File: config.mk
export PLATFORM = sky130hd
export DESIGN_NAME = parity_frame_rx_flat
export DESIGN_NICKNAME = d
export VERILOG_FILES = /design/src/rtl/parity_frame_rx_if.sv /design/src/rtl/parity_frame_rx.sv /design/src/flat_wrapper.sv
export SDC_FILE = /design/constraint.sdc
export NUM_CORES = 1
export LEC_CHECK = 0
export BUFFER_PORTS_ARGS = -buffer_cell sky130_fd_sc_hd__buf_4
export CAP_MARGIN = 25
export CORE_UTILIZATION = 45
export CTS_CLUSTER_SIZE = 16
export DETAILED_ROUTE_END_ITERATION = 6
export HOLD_SLACK_MARGIN = 0.02
export PLACE_DENSITY = 0.76
export SYNTH_ARGS = -nofsm -noshare
export SYNTH_HDL_FRONTEND = slang
export SYNTH_SLANG_ARGS = --single-unit
File: constraint.sdc
create_clock -name clk -period 1.7 [get_ports clk]
set_clock_uncertainty 0.1 [all_clocks]
set_input_delay 0.085 -clock clk [delete_from_list [all_inputs] [get_ports clk]]
set_output_delay 0.085 -clock clk [all_outputs]
set_load 0.01 [all_outputs]
File: src/rtl/parity_frame_rx_if.sv
// parity_frame_rx_if: strobe/line/parity-sense inputs and received-word outputs of parity_frame_rx.
// With PARITY_FRAME_RX_ERRCNT_EN defined the saturating parity-error count is carried as well.
interface parity_frame_rx_if #(parameter int DATA_W = 8);
    logic              bit_en;
    logic              rxd;
    logic              odd;
    logic [DATA_W-1:0] data;
    logic              valid;
    logic              parity_err;
    logic              frame_err;
`ifdef PARITY_FRAME_RX_ERRCNT_EN
    logic [7:0]        err_cnt;
    modport master (output bit_en, rxd, odd, input data, valid, parity_err, frame_err, err_cnt);
    modport slave  (input bit_en, rxd, odd, output data, valid, parity_err, frame_err, err_cnt);
`else
    modport master (output bit_en, rxd, odd, input data, valid, parity_err, frame_err);
    modport slave  (input bit_en, rxd, odd, output data, valid, parity_err, frame_err);
`endif
endinterface

File: src/rtl/parity_frame_rx.sv
// parity_frame_rx: strobe-driven start/data/parity/stop deserializer with parity and framing status.
// Optional feature macro: PARITY_FRAME_RX_ERRCNT_EN adds a saturating parity-error counter.
module parity_frame_rx #(
    parameter int DATA_W = 8
) (
    input  logic             clk,
    input  logic             reset_n,
    parity_frame_rx_if.slave s
);
    localparam int CW = $clog2(DATA_W + 1);
    localparam logic [CW-1:0] LAST = CW'(DATA_W - 1);

    typedef enum logic [2:0] {IDLE, DATA, PAR, STOP, BRK} state_t;

    state_t            state_q, state_d;
    logic [CW-1:0]     cnt_q, cnt_d;
    logic [DATA_W-1:0] shift_q, shift_d;
    logic [DATA_W-1:0] data_q, data_d;
    logic              odd_q, odd_d;
    logic              par_q, par_d;
    logic              perr_q, perr_d;
    logic              valid_q, valid_d;
    logic              ferr_q, ferr_d;
`ifdef PARITY_FRAME_RX_ERRCNT_EN
    logic [7:0]        err_cnt_q, err_cnt_d;
`endif

    // State register: every flop, cleared immediately by reset so a partial frame is dropped
    always_ff @(posedge clk or negedge reset_n) begin
        if (!reset_n) begin
            state_q <= IDLE;
            cnt_q   <= '0;
            shift_q <= '0;
            data_q  <= '0;
            odd_q   <= 1'b0;
            par_q   <= 1'b0;
            perr_q  <= 1'b0;
            valid_q <= 1'b0;
            ferr_q  <= 1'b0;
`ifdef PARITY_FRAME_RX_ERRCNT_EN
            err_cnt_q <= '0;
`endif
        end else begin
            state_q <= state_d;
            cnt_q   <= cnt_d;
            shift_q <= shift_d;
            data_q  <= data_d;
            odd_q   <= odd_d;
            par_q   <= par_d;
            perr_q  <= perr_d;
            valid_q <= valid_d;
            ferr_q  <= ferr_d;
`ifdef PARITY_FRAME_RX_ERRCNT_EN
            err_cnt_q <= err_cnt_d;
`endif
        end
    end

    // Next state: advance one frame position per strobe; a low line after a bad stop parks in BRK
    always_comb begin
        state_d = state_q;
        if (s.bit_en) begin
            case (state_q)
                IDLE:    state_d = s.rxd ? IDLE : DATA;
                DATA:    state_d = (cnt_q == LAST) ? PAR : DATA;
                PAR:     state_d = STOP;
                STOP:    state_d = s.rxd ? IDLE : BRK;
                default: state_d = s.rxd ? IDLE : BRK;
            endcase
        end
    end

    // Datapath and outputs: shift data in LSB first, publish word and parity on a good stop bit
    always_comb begin
        cnt_d   = cnt_q;
        shift_d = shift_q;
        data_d  = data_q;
        odd_d   = odd_q;
        par_d   = par_q;
        perr_d  = perr_q;
        valid_d = 1'b0;
        ferr_d  = 1'b0;
        if (s.bit_en) begin
            if (state_q == IDLE && !s.rxd) begin
                cnt_d = '0;
                odd_d = s.odd;
            end
            if (state_q == DATA) begin
                shift_d = {s.rxd, shift_q[DATA_W-1:1]};
                cnt_d   = cnt_q + CW'(1);
            end
            if (state_q == PAR) par_d = s.rxd;
            if (state_q == STOP) begin
                valid_d = s.rxd;
                ferr_d  = !s.rxd;
                if (s.rxd) begin
                    data_d = shift_q;
                    perr_d = ^shift_q ^ par_q ^ odd_q;
                end
            end
        end
`ifdef PARITY_FRAME_RX_ERRCNT_EN
        err_cnt_d = (valid_d && perr_d && err_cnt_q != 8'hFF) ? err_cnt_q + 8'd1 : err_cnt_q;
`endif
    end

    assign s.data       = data_q;
    assign s.valid      = valid_q;
    assign s.parity_err = perr_q;
    assign s.frame_err  = ferr_q;
`ifdef PARITY_FRAME_RX_ERRCNT_EN
    assign s.err_cnt    = err_cnt_q;
`endif
endmodule
File: src/flat_wrapper.sv
// flat-port wrapper written by rule: the top's interface ports become plain ports
module parity_frame_rx_flat 
#(
    parameter int DATA_W = 8
)
  (clk, reset_n, s_bit_en, s_rxd, s_odd, s_data, s_valid, s_parity_err, s_frame_err);
  parity_frame_rx_if #(.DATA_W(DATA_W)) s_i ();
  input  logic clk;
  input  logic reset_n;
  input wire logic [$bits(s_i.bit_en)-1:0] s_bit_en;
  input wire logic [$bits(s_i.rxd)-1:0] s_rxd;
  input wire logic [$bits(s_i.odd)-1:0] s_odd;
  output wire logic [$bits(s_i.data)-1:0] s_data;
  output wire logic [$bits(s_i.valid)-1:0] s_valid;
  output wire logic [$bits(s_i.parity_err)-1:0] s_parity_err;
  output wire logic [$bits(s_i.frame_err)-1:0] s_frame_err;
  assign s_i.bit_en = s_bit_en;
  assign s_i.rxd = s_rxd;
  assign s_i.odd = s_odd;
  assign s_data = s_i.data;
  assign s_valid = s_i.valid;
  assign s_parity_err = s_i.parity_err;
  assign s_frame_err = s_i.frame_err;
  parity_frame_rx #(.DATA_W(DATA_W)) u_core (.clk(clk), .reset_n(reset_n), .s(s_i));
endmodule
Word level (Yosys, flattened, before mapping)
Index checks and enable logic that the tools add are counted.
Storage, ports and cells
  output and inout bits: 11
  flip-flop bits (word level): 28
  input port bits: 5
  logic and storage cells: 36
Operators by class
  multiplexer cells: 10
  bitwise gates (word level): 2
  eq/ne operators: 4
  reduce and logical (&&, ||, !) cells: 10
  add/subtract/negate cells: 1
Operators with widths (number)
  case mux 3 bit (3 select lines): 1
  two-way mux 4 bit: 2
  AND reduction 2 bit: 4
  parity 8 bit: 1
  == test 3 x 2 -> 1 bit (second input constant): 2
  two-way mux 1 bit: 5
  adder 4 x 1 -> 4 bit (second input constant): 1
  == test 4 x 3 -> 1 bit (second input constant): 1
  == test 3 x 1 -> 1 bit (second input constant): 1
  logical NOT 3 bit: 1
  two-way mux 3 bit: 1
  AND reduction 3 bit: 1
  two-way mux 2 bit: 1
  nonzero test 2 bit: 1
  bitwise XOR 1 bit: 2
  logical AND 1 bit: 1
  logical NOT 1 bit: 1

Longest topological paths before layout
Gate-level depths: netlist (run 1).
  depth in word-level cells: 4
  depth in mapped cells: 6
  mapped depth without buffers: 5

Least setup slack after synthesis (run 1)
OpenSTA, ideal clock, no wires.
  kind: register -> register
  start point: register u_core.state_q[2]
  end point: register u_core.data_q[0] (netlist: u_core.s.data[0])
  setup time: 0.125 ns
  slack: 0.157 ns
  buffers on the path: 1
  required time: 1.475 ns
  arrival time: 1.318 ns
  cell stages (with the launch flop): 5
  clock period less this slack: 1.543 ns
  path through: dfrtp_1 > nand2b_4 > or3_4 > buf_6 > mux2_4
On the way
  longest elaborated chain between the ends: 2
Ends and longest elaborated chain
  from (decl): line parity_frame_rx.sv:15  | state_t state_q, state_d;
  from (signal assigned): line parity_frame_rx.sv:44  | state_q <= state_d;
  == test 3 x 2 -> 1 bit: line parity_frame_rx.sv:93  | if (state_q == STOP) begin
  AND reduction 3 bit (no line)
  to (signal assigned): line parity_frame_rx.sv:47  | data_q <= data_d;
  to (decl): line parity_frame_rx.sv:18  | logic [DATA_W-1:0] data_q, data_d;
No other way between the ends.
A chain may end at the register's enable or synchronous reset.

Worst setup path after layout (run 1)
  start point: register u_core.state_q[2]
  end point: register u_core.data_q[3] (netlist: u_core.s.data[3])
Same word-level chain as after synthesis.

==> results of run 1 <==
==> stage by stage <==
stage / total power, mW / utilization, % / setup WS (ns)
3_3_place_gp: 2.03 / 54.9 / 0.156
3_5_place_dp: 2.08 / 54.9 / 0.122
2_1_floorplan: 1.80 / - / 0.157
6_report: 2.34 / 57.8 / 0.0981
5_1_grt: 2.52 / 57.8 / 0.0609
4_1_cts: 2.36 / 57.7 / 0.107
==> cell families after synthesis <==
family                   share of synthesized area, %
XOR/XNOR                                         7.96
flip-flops                                       55.1
adder cells (fa/ha/maj)                         0.983
buffers and inverters                            3.34
AND/OR/NAND/NOR                                  17.2
multiplexers                                     10.9
AO/OA/AOI/OAI                                    4.52
==> routing by layer <==
| metal | up-vias | track usage, % | wire, µm |
|---|---|---|---|
| met2 | 10 | 28.3 | 1090 |
| met3 | 0 | 6.01 | 68 |
| met5 | - | 0 | 0 |
| li1 | 403 | - | - |
| met1 | 412 | 20.6 | 973 |
| met4 | 0 | 3.33 | 0 |
==> power by group <==
part           internal, mW  total (mW)  switching [mW]
Sequential            0.896        1.10           0.206
Combinational         0.560       0.968           0.408
Clock                0.0831       0.266           0.183
==> state kept, by name (all words and copies together) (netlist names), 3 cells and up <==
name / flops
u_core.s.data: 8
u_core.shift_q: 8
u_core.cnt_q: 4
u_core.state_q: 3
==> timing repair <==
action | 4_1_cts | 5_1_grt
hold endpoints to repair | 34 | 0
hold buffers | 5 | 0
endpoints found under the setup margin | 0 | 2
setup buffers | 0 | 0
resized for setup | 0 | 1
==> layout make-up <==
class | instances | area [µm²] | area share (%)
Clock buffer | 3 | 22.5 | 1.52
Multi-Input combinational cell | 74 | 529 | 35.7
Inverter | 2 | 7.51 | 0.506
Timing Repair Buffer | 23 | 185 | 12.5
Tap cell | 30 | 37.5 | 2.53
Sequential cell | 28 | 702 | 47.3
==> cell usage in the layout (no fill, tap or decap), drive strengths merged <==
cell	instances
nand2	30
buf	18
a31oi	1
nor3b	1
mux2	10
dfrtp	28
nand2b	1
clkbuf	3
xnor3	1
nor4	1
and4bb	1
xnor2	6
and3b	1
ha	1
or3	1
nand3b	2
nor2b	1
nor3	1
dlygate4sd3	5
o31ai	1
o21ai	6
inv	2
nor2	2
a21oi	1
xor2	3
nand4	1
a22o	1
==> critical path: stages, from the launching register on <==
cell and delay (ns):
dfrtp_1 0.46, nand2b_4 0.18, or3_4 0.43, mux2_4 0.32
==> worst paths after layout <==
kind                                           end  slack (ns)  depth (start not counted)
worst max-delay path              u_core.s.data[3]         0.1                          3
worst min-delay path             u_core.state_q[2]        0.09                          2
worst max register to register    u_core.s.data[3]         0.1                          3
worst min register to register    u_core.s.data[4]        0.43                          1
max in group asynchronous        u_core.state_q[1]        1.12                          2
min in group clk                u_core.s.frame_err        0.42                          3
==> impl_metrics.tcl, run 1 <==
set metrics [dict create \
    outcome "finished, final reports clean" \
    grt_pass1_wl_um 3530 \
    fmax_mhz 624 \
    synth_edf_count 0 \
    antenna_found_initial 0 \
    die_w_um 55.2 \
    syn_area_per_cell_um2 11.7 \
    grt_max_degree 29 \
    placed_cell_area_um2 1410 \
    cts_tree "built" \
    criticalPathCategory "reg2reg" \
    cts_buffers 3 \
    grt_overflow 0 \
    io_buffers 15 \
    initial_core_util_pct 49.6 \
    routed_wl_um 2130 \
    worst_slew_pin_slew_ns 0.414 \
    worstPathMaxFanout 11 \
    fp.dieH_um 55.2 \
    rsz0062_at_grt "false" \
    syn-cell-area_um2 1270 \
    post-route-period-util_pct 94.2 \
    crit_path_start_kind "flop" \
    synth_nets 115 \
    placedCellCount 152 \
    slew_viol_final 0 \
    yosys-top-cells-count "30 x nand2_1, 28 x dfrtp_1, 7 x mux2_4, 6 x o21ai_0, 6 x xnor2_1" \
    synth_area_leader_cell "dfrtp_1" \
    cts_sinks 28 \
    end_kind "flop" \
    post-route-min-period_ns 1.60 \
    cp_data_arrival_time_ns 1.72 \
    area_delta_synth_final_pct 16.6 \
    die_area_um2 3040 \
    holdWs_ns 0.0915 \
    hold_path.class "in2async" \
    post-dp-hpwl_um 1540 \
    drcViolationCount 0 \
    synthTopCellsByArea "dfrtp_1 55%, nand2_1 8.8%, mux2_4 8.3%, xnor2_1 4.1%, mux2_2 2.7%" \
    setup_violations 0 \
    avgRoutedWirePerCell_um 13.3 \
    synth-seq-area-share_pct 55.1 \
    rr_startpoint "u_core.state_q[2]" \
    num_rows 18 \
    num_vias 825 \
    antenna_cells 0 \
    stdcell_count 160 \
    dr.first_iter.drc_count 10 \
    final-hold-violation-count 0 \
    clk_path_buf_depth 2 \
    peakVddDrop_mv 1.11 \
    core-area_um2 2570 \
    firstDrtPassIters 4 \
    relSlewSlack_pct 72.3 \
    netlist_instances 109 \
    num_io_pins 16 \
    critPathLaunch "u_core.state_q[2]" \
    grt_use_total_pct 16.8 \
    yosysTopAreaCellShare_pct 55.1 \
    async_flop_share_pct 100 \
    p_leak_nw 0.774 \
    ys_ff_latch 28 \
    clk_latency_ns 0.32 \
    cp.required_ns 1.82 \
    drtAntennaViolNets 0 \
    layout.nets 138 \
    stdcell_area_um2 1480 \
    synth.most_common_cell "nand2_1" \
    cap_violations 0 \
    power_density_nw_per_um2 1570 \
    tns_ns 0 \
    fillers 233 \
    synth-warning-count 0 \
    avgViaCountPerCell 5.16 \
    cts_root_buf "clkbuf_4" \
    drive_above_1_share_pct 27.7 \
    cts.clk_slew.worst_paths_ns 0.14 \
    ys.flop_type "dfrtp_1" \
    grt_pass1_vias 806 \
    ys_types 29 \
    htree_levels 1 \
    gp_congestion 0.862 \
]
Note: power is estimated with default switching activity, not from simulation.
==> run 2: changes to the inputs <==
--- a/config.mk
+++ b/config.mk
@@ -7,11 +7,11 @@
 export LEC_CHECK = 0
 export BUFFER_PORTS_ARGS = -buffer_cell sky130_fd_sc_hd__buf_4
 export CAP_MARGIN = 25
-export CORE_UTILIZATION = 45
+export CORE_UTILIZATION = 50
 export CTS_CLUSTER_SIZE = 16
 export DETAILED_ROUTE_END_ITERATION = 6
 export HOLD_SLACK_MARGIN = 0.02
-export PLACE_DENSITY = 0.76
+export PLACE_DENSITY = 0.82
 export SYNTH_ARGS = -nofsm -noshare
 export SYNTH_HDL_FRONTEND = slang
 export SYNTH_SLANG_ARGS = --single-unit
==> run 2 against run 1 <==
  * Sequential share of layout area shrank 0.91 points
  * Register-to-register slack got worse by 0.03 ns
  * Critical path type unchanged
  * Combinational power decreased by 0.4%
  * Maximum frequency shrank 1.6%
  * Clock power grew 58%
  * Count of clock-buffer cells in the layout unchanged
  * Non-clock buffer count is the same
  * Critical path depth stayed put
  * Largest power group unchanged
  * Worst hold slack better by 0.0056 ns
==> impl_metrics.tcl, run 2 (synthesized netlist as in run 1, its figures left out) <==
set metrics [dict create \
    grt_max_degree 29 \
    tns_ns 0 \
    grt_pass1_wl_um 3670 \
    area_delta_synth_final_pct 18.7 \
    rsz0062_at_grt "false" \
    antenna_found_initial 0 \
    cts_setup_buffers 0 \
    fillers 176 \
    setup_violations 0 \
    cts.clk_slew.worst_paths_ns 0.15 \
    cts_buffers 3 \
    firstDrtPassIters 4 \
    slew_viol_final 0 \
    drcViolationCount 0 \
    cts_root_buf "clkbuf_4" \
    stdcell_count 159 \
    htree_levels 1 \
    total_power_mw 2.50 \
    routed_wl_um 2190 \
    avgViaCountPerCell 5.06 \
    fmax_mhz 614 \
    core-area_um2 2300 \
    num_vias 804 \
    mostFrequentLayoutCell "nand2_1" \
    num_rows 17 \
    worstPathMaxFanout 11 \
    final-hold-violation-count 0 \
    die_area_um2 2750 \
    post-route-period-util_pct 95.7 \
    cts_tree "built" \
    placedCellCount 150 \
    clk_path_buf_depth 2 \
    layout.nets 138 \
    avgRoutedWirePerCell_um 13.7 \
    criticalPathCategory "reg2reg" \
    peakVddDrop_mv 1.10 \
    initial_core_util_pct 55.4 \
    gp_congestion 0.858 \
    final_cell_mix "30 x nand2_1, 28 x dfrtp_1, 18 x buf_4" \
    hold_path.class "in2async" \
    cap_violations 0 \
    grt_overflow 0 \
    holdBufCountCts 5 \
    end_kind "flop" \
    crit_path_start_kind "flop" \
    drive_above_1_share_pct 27.5 \
    die_w_um 52.4 \
    dr.first_iter.drc_count 3 \
    num_io_pins 16 \
    cts_repair_resize_count 0 \
    drtAntennaViolNets 0 \
    grt_pass1_vias 817 \
    cts_sinks 28 \
    rrSetupSlack_ns 0.07 \
    clk_latency_ns 0.31 \
    post-dp-hpwl_um 1600 \
    worst_slew_pin_slew_ns 0.422 \
    io_buffers 15 \
    outcome "finished, final reports clean" \
    power_density_nw_per_um2 1660 \
    relSlewSlack_pct 71.8 \
    grt_use_total_pct 18.8 \
    cp_data_arrival_time_ns 1.74 \
    cp.required_ns 1.81 \
    fp.dieH_um 52.4 \
    antenna_cells 0 \
    post-route-min-period_ns 1.63 \
    p_leak_nw 0.790 \
]
==> run 2: final timing paths <==
kind                                           from                   to  cells past startpoint
worst max-delay path              u_core.state_q[1]     u_core.s.data[2]                      3
min in group clk                u_core.s.parity_err  u_core.s.parity_err                      2
worst max register to register    u_core.state_q[1]     u_core.s.data[2]                      3
worst min register to register  u_core.s.parity_err  u_core.s.parity_err                      2
worst min-delay path                        reset_n     u_core.s.data[6]                      2
max in group asynchronous                   reset_n         u_core.par_q                      2
==> run 2: worst max-delay path, cell delays in order, from the launching register on <==
cell,delay [ns]
dfrtp_1,0.51
nand2_1,0.11
or3_4,0.48
mux2_4,0.32
==> run 2: layout make-up <==
class	instances	area, µm²	area share (%)
flip-flops and latches	28	701	46.4
multi-input cells	74	529	35.0
repair buffers	23	185	12.3
well taps	28	35.0	2.32
clock inverters	1	30.0	1.99
clock buffers	3	22.5	1.49
inverters	2	7.51	0.497
==> run 2: metal layers <==
| layer | track usage (%) | vias up | share of wire, % |
|---|---|---|---|
| met3 | 4.06 | 2 | 2.0 |
| met2 | 33.3 | 9 | 51 |
| met1 | 22.9 | 385 | 46 |
| li1 | - | 408 | - |
| met4 | 4.82 | 0 | 0.64 |
| met5 | 0 | - | 0 |
==> run 2: where the power goes <==
group | internal (mW) | switching [mW]
Clock | 0.238 | 0.183
Sequential | 0.895 | 0.220
Combinational | 0.555 | 0.409
==> run 2: stage by stage <==
step	hold slack, ns	cell area, µm²	worst slack (ns)	util (%)
floorplan	-0.311	1270	0.157	-
global placement	-0.0868	1410	0.156	61.3
detailed placement	-0.0806	1410	0.0991	61.3
CTS	0.100	1510	0.0848	65.7
global route	0.135	1510	0.0121	65.7
finish	0.0971	1510	0.0725	65.7
==> run 3: changes to the inputs <==
--- a/config.mk
+++ b/config.mk
@@ -11,6 +11,7 @@
 export CTS_CLUSTER_SIZE = 16
 export DETAILED_ROUTE_END_ITERATION = 6
 export HOLD_SLACK_MARGIN = 0.02
+export MAX_ROUTING_LAYER = met4
 export PLACE_DENSITY = 0.82
 export SYNTH_ARGS = -nofsm -noshare
 export SYNTH_HDL_FRONTEND = slang
==> run 3 against run 2 <==
  * Sequential share of layout area unchanged
  * Cell count unchanged
  * Total power about the same
  * Flip-flop and latch count unchanged
  * Worst hold slack better by 0.00079 ns
  * Non-clock buffer count unchanged
  * Critical path depth unchanged
==> impl_metrics.tcl, run 3 (synthesized netlist as in run 1, its figures left out) <==
set metrics [dict create \
    setup_violations 0 \
    grt_pass1_vias 818 \
    power_density_nw_per_um2 1660 \
    cts.clk_slew.worst_paths_ns 0.15 \
    grt_pass1_wl_um 3680 \
    post-route-min-period_ns 1.63 \
    num_vias 806 \
    die_w_um 52.4 \
    final_cell_mix "30 x nand2_1, 28 x dfrtp_1, 18 x buf_4" \
    cp_data_arrival_time_ns 1.74 \
    initial_core_util_pct 55.4 \
    regArea_um2 701 \
    cts_root_buf "clkbuf_4" \
    cts_sinks 28 \
    cts_tree "built" \
    num_io_pins 16 \
    fmax_mhz 614 \
    mostFrequentLayoutCell "nand2_1" \
    multi_input_area_um2 529 \
    end_kind "flop" \
    core-area_um2 2300 \
    num_rows 17 \
    layout.nets 138 \
    outcome "finished, final reports clean" \
    antenna_cells 0 \
    worstPathMaxFanout 11 \
    grt_max_degree 29 \
    p_leak_nw 0.790 \
    die_area_um2 2750 \
    tns_ns 0 \
    drive_above_1_share_pct 27.5 \
    area_delta_synth_final_pct 18.7 \
    clk_path_buf_depth 2 \
    post-dp-hpwl_um 1600 \
    crit_path_start_kind "flop" \
    grt_overflow 0 \
    antenna_found_initial 0 \
    crit_buf_inv 0 \
    routed_wl_um 2190 \
    cp.required_ns 1.81 \
    clk_latency_ns 0.31 \
    path_cells "nand2_1, or3_4, mux2_4" \
    peakVddDrop_mv 1.10 \
    holdBufCountCts 5 \
    fp.dieH_um 52.4 \
    firstDrtPassIters 4 \
    htree_levels 1 \
    avgViaCountPerCell 5.07 \
    cts_buffers 3 \
    dr.first_iter.drc_count 3 \
    final-hold-violation-count 0 \
    slew_viol_final 0 \
    gp_congestion 0.871 \
    cts_repair_resize_count 0 \
    drcViolationCount 0 \
    cts_setup_buffers 0 \
    cap_violations 0 \
    rsz0062_at_grt "false" \
    hold_path.class "in2async" \
    crit_family "simple AND/OR/NAND/NOR gates" \
    criticalPathCategory "reg2reg" \
    slowest_stage "dfrtp_1" \
    grt_use_total_pct 19.3 \
    relSlewSlack_pct 71.7 \
    cpPeakStageDelay_ns 0.51 \
    avgRoutedWirePerCell_um 13.7 \
    post-route-period-util_pct 95.7 \
    io_buffers 15 \
    worst_slew_pin_slew_ns 0.423 \
    fillers 176 \
    drtAntennaViolNets 0 \
    final_core_util_pct 65.7 \
    holdWs_ns 0.0979 \
]
run 3: layer usage:
| layer | vias to the layer above | track usage (%) | share of wire (%) |
|---|---|---|---|
| met1 | 387 | 22.9 | 46 |
| li1 | 408 | - | - |
| met2 | 9 | 33.3 | 51 |
| met4 | 0 | 4.82 | 0.64 |
| met3 | 2 | 4.06 | 2.0 |
| met5 | - | - | 0 |
run 3: path summary, 6_finish.rpt:
kind | start | end | slack (ns) | cells after the start
max in group asynchronous | reset_n | u_core.par_q | 1.14 | 2
min in group clk | u_core.s.parity_err | u_core.s.parity_err | 0.40 | 2
worst min register to register | u_core.s.parity_err | u_core.s.parity_err | 0.40 | 2
worst max register to register | u_core.state_q[1] | u_core.s.data[2] | 0.07 | 3
worst min-delay path | reset_n | u_core.s.data[6] | 0.1 | 2
worst max-delay path | u_core.state_q[1] | u_core.s.data[2] | 0.07 | 3
run 3: final cells by class:
type / count / share of cell area (%)
Sequential cell: 28 / 46.4
Multi-Input combinational cell: 74 / 35.0
Timing Repair Buffer: 23 / 12.3
Tap cell: 28 / 2.32
Clock inverter: 1 / 1.99
Clock buffer: 3 / 1.49
Inverter: 2 / 0.497
run 3: worst register-to-register path: stages (launching register included):
cell and delay (ns):
dfrtp_1 0.51, nand2_1 0.11, or3_4 0.48, mux2_4 0.32
run 3: where the power goes:
group / switching (mW) / internal, mW
Sequential: 0.221 / 0.895
Combinational: 0.410 / 0.555
Clock: 0.182 / 0.238
Total: 0.813 / 1.69
run 3: metrics by stage:
step	worst slack, ns	instance area, µm²	instances	power (mW)
after floorplan	0.157	1270	109	1.80
after global placement	0.156	1410	150	2.03
after detailed placement	0.0991	1410	150	2.10
after CTS	0.0848	1510	159	2.53
after global routing	0.0121	1510	159	2.68
final	0.0724	1510	159	2.50
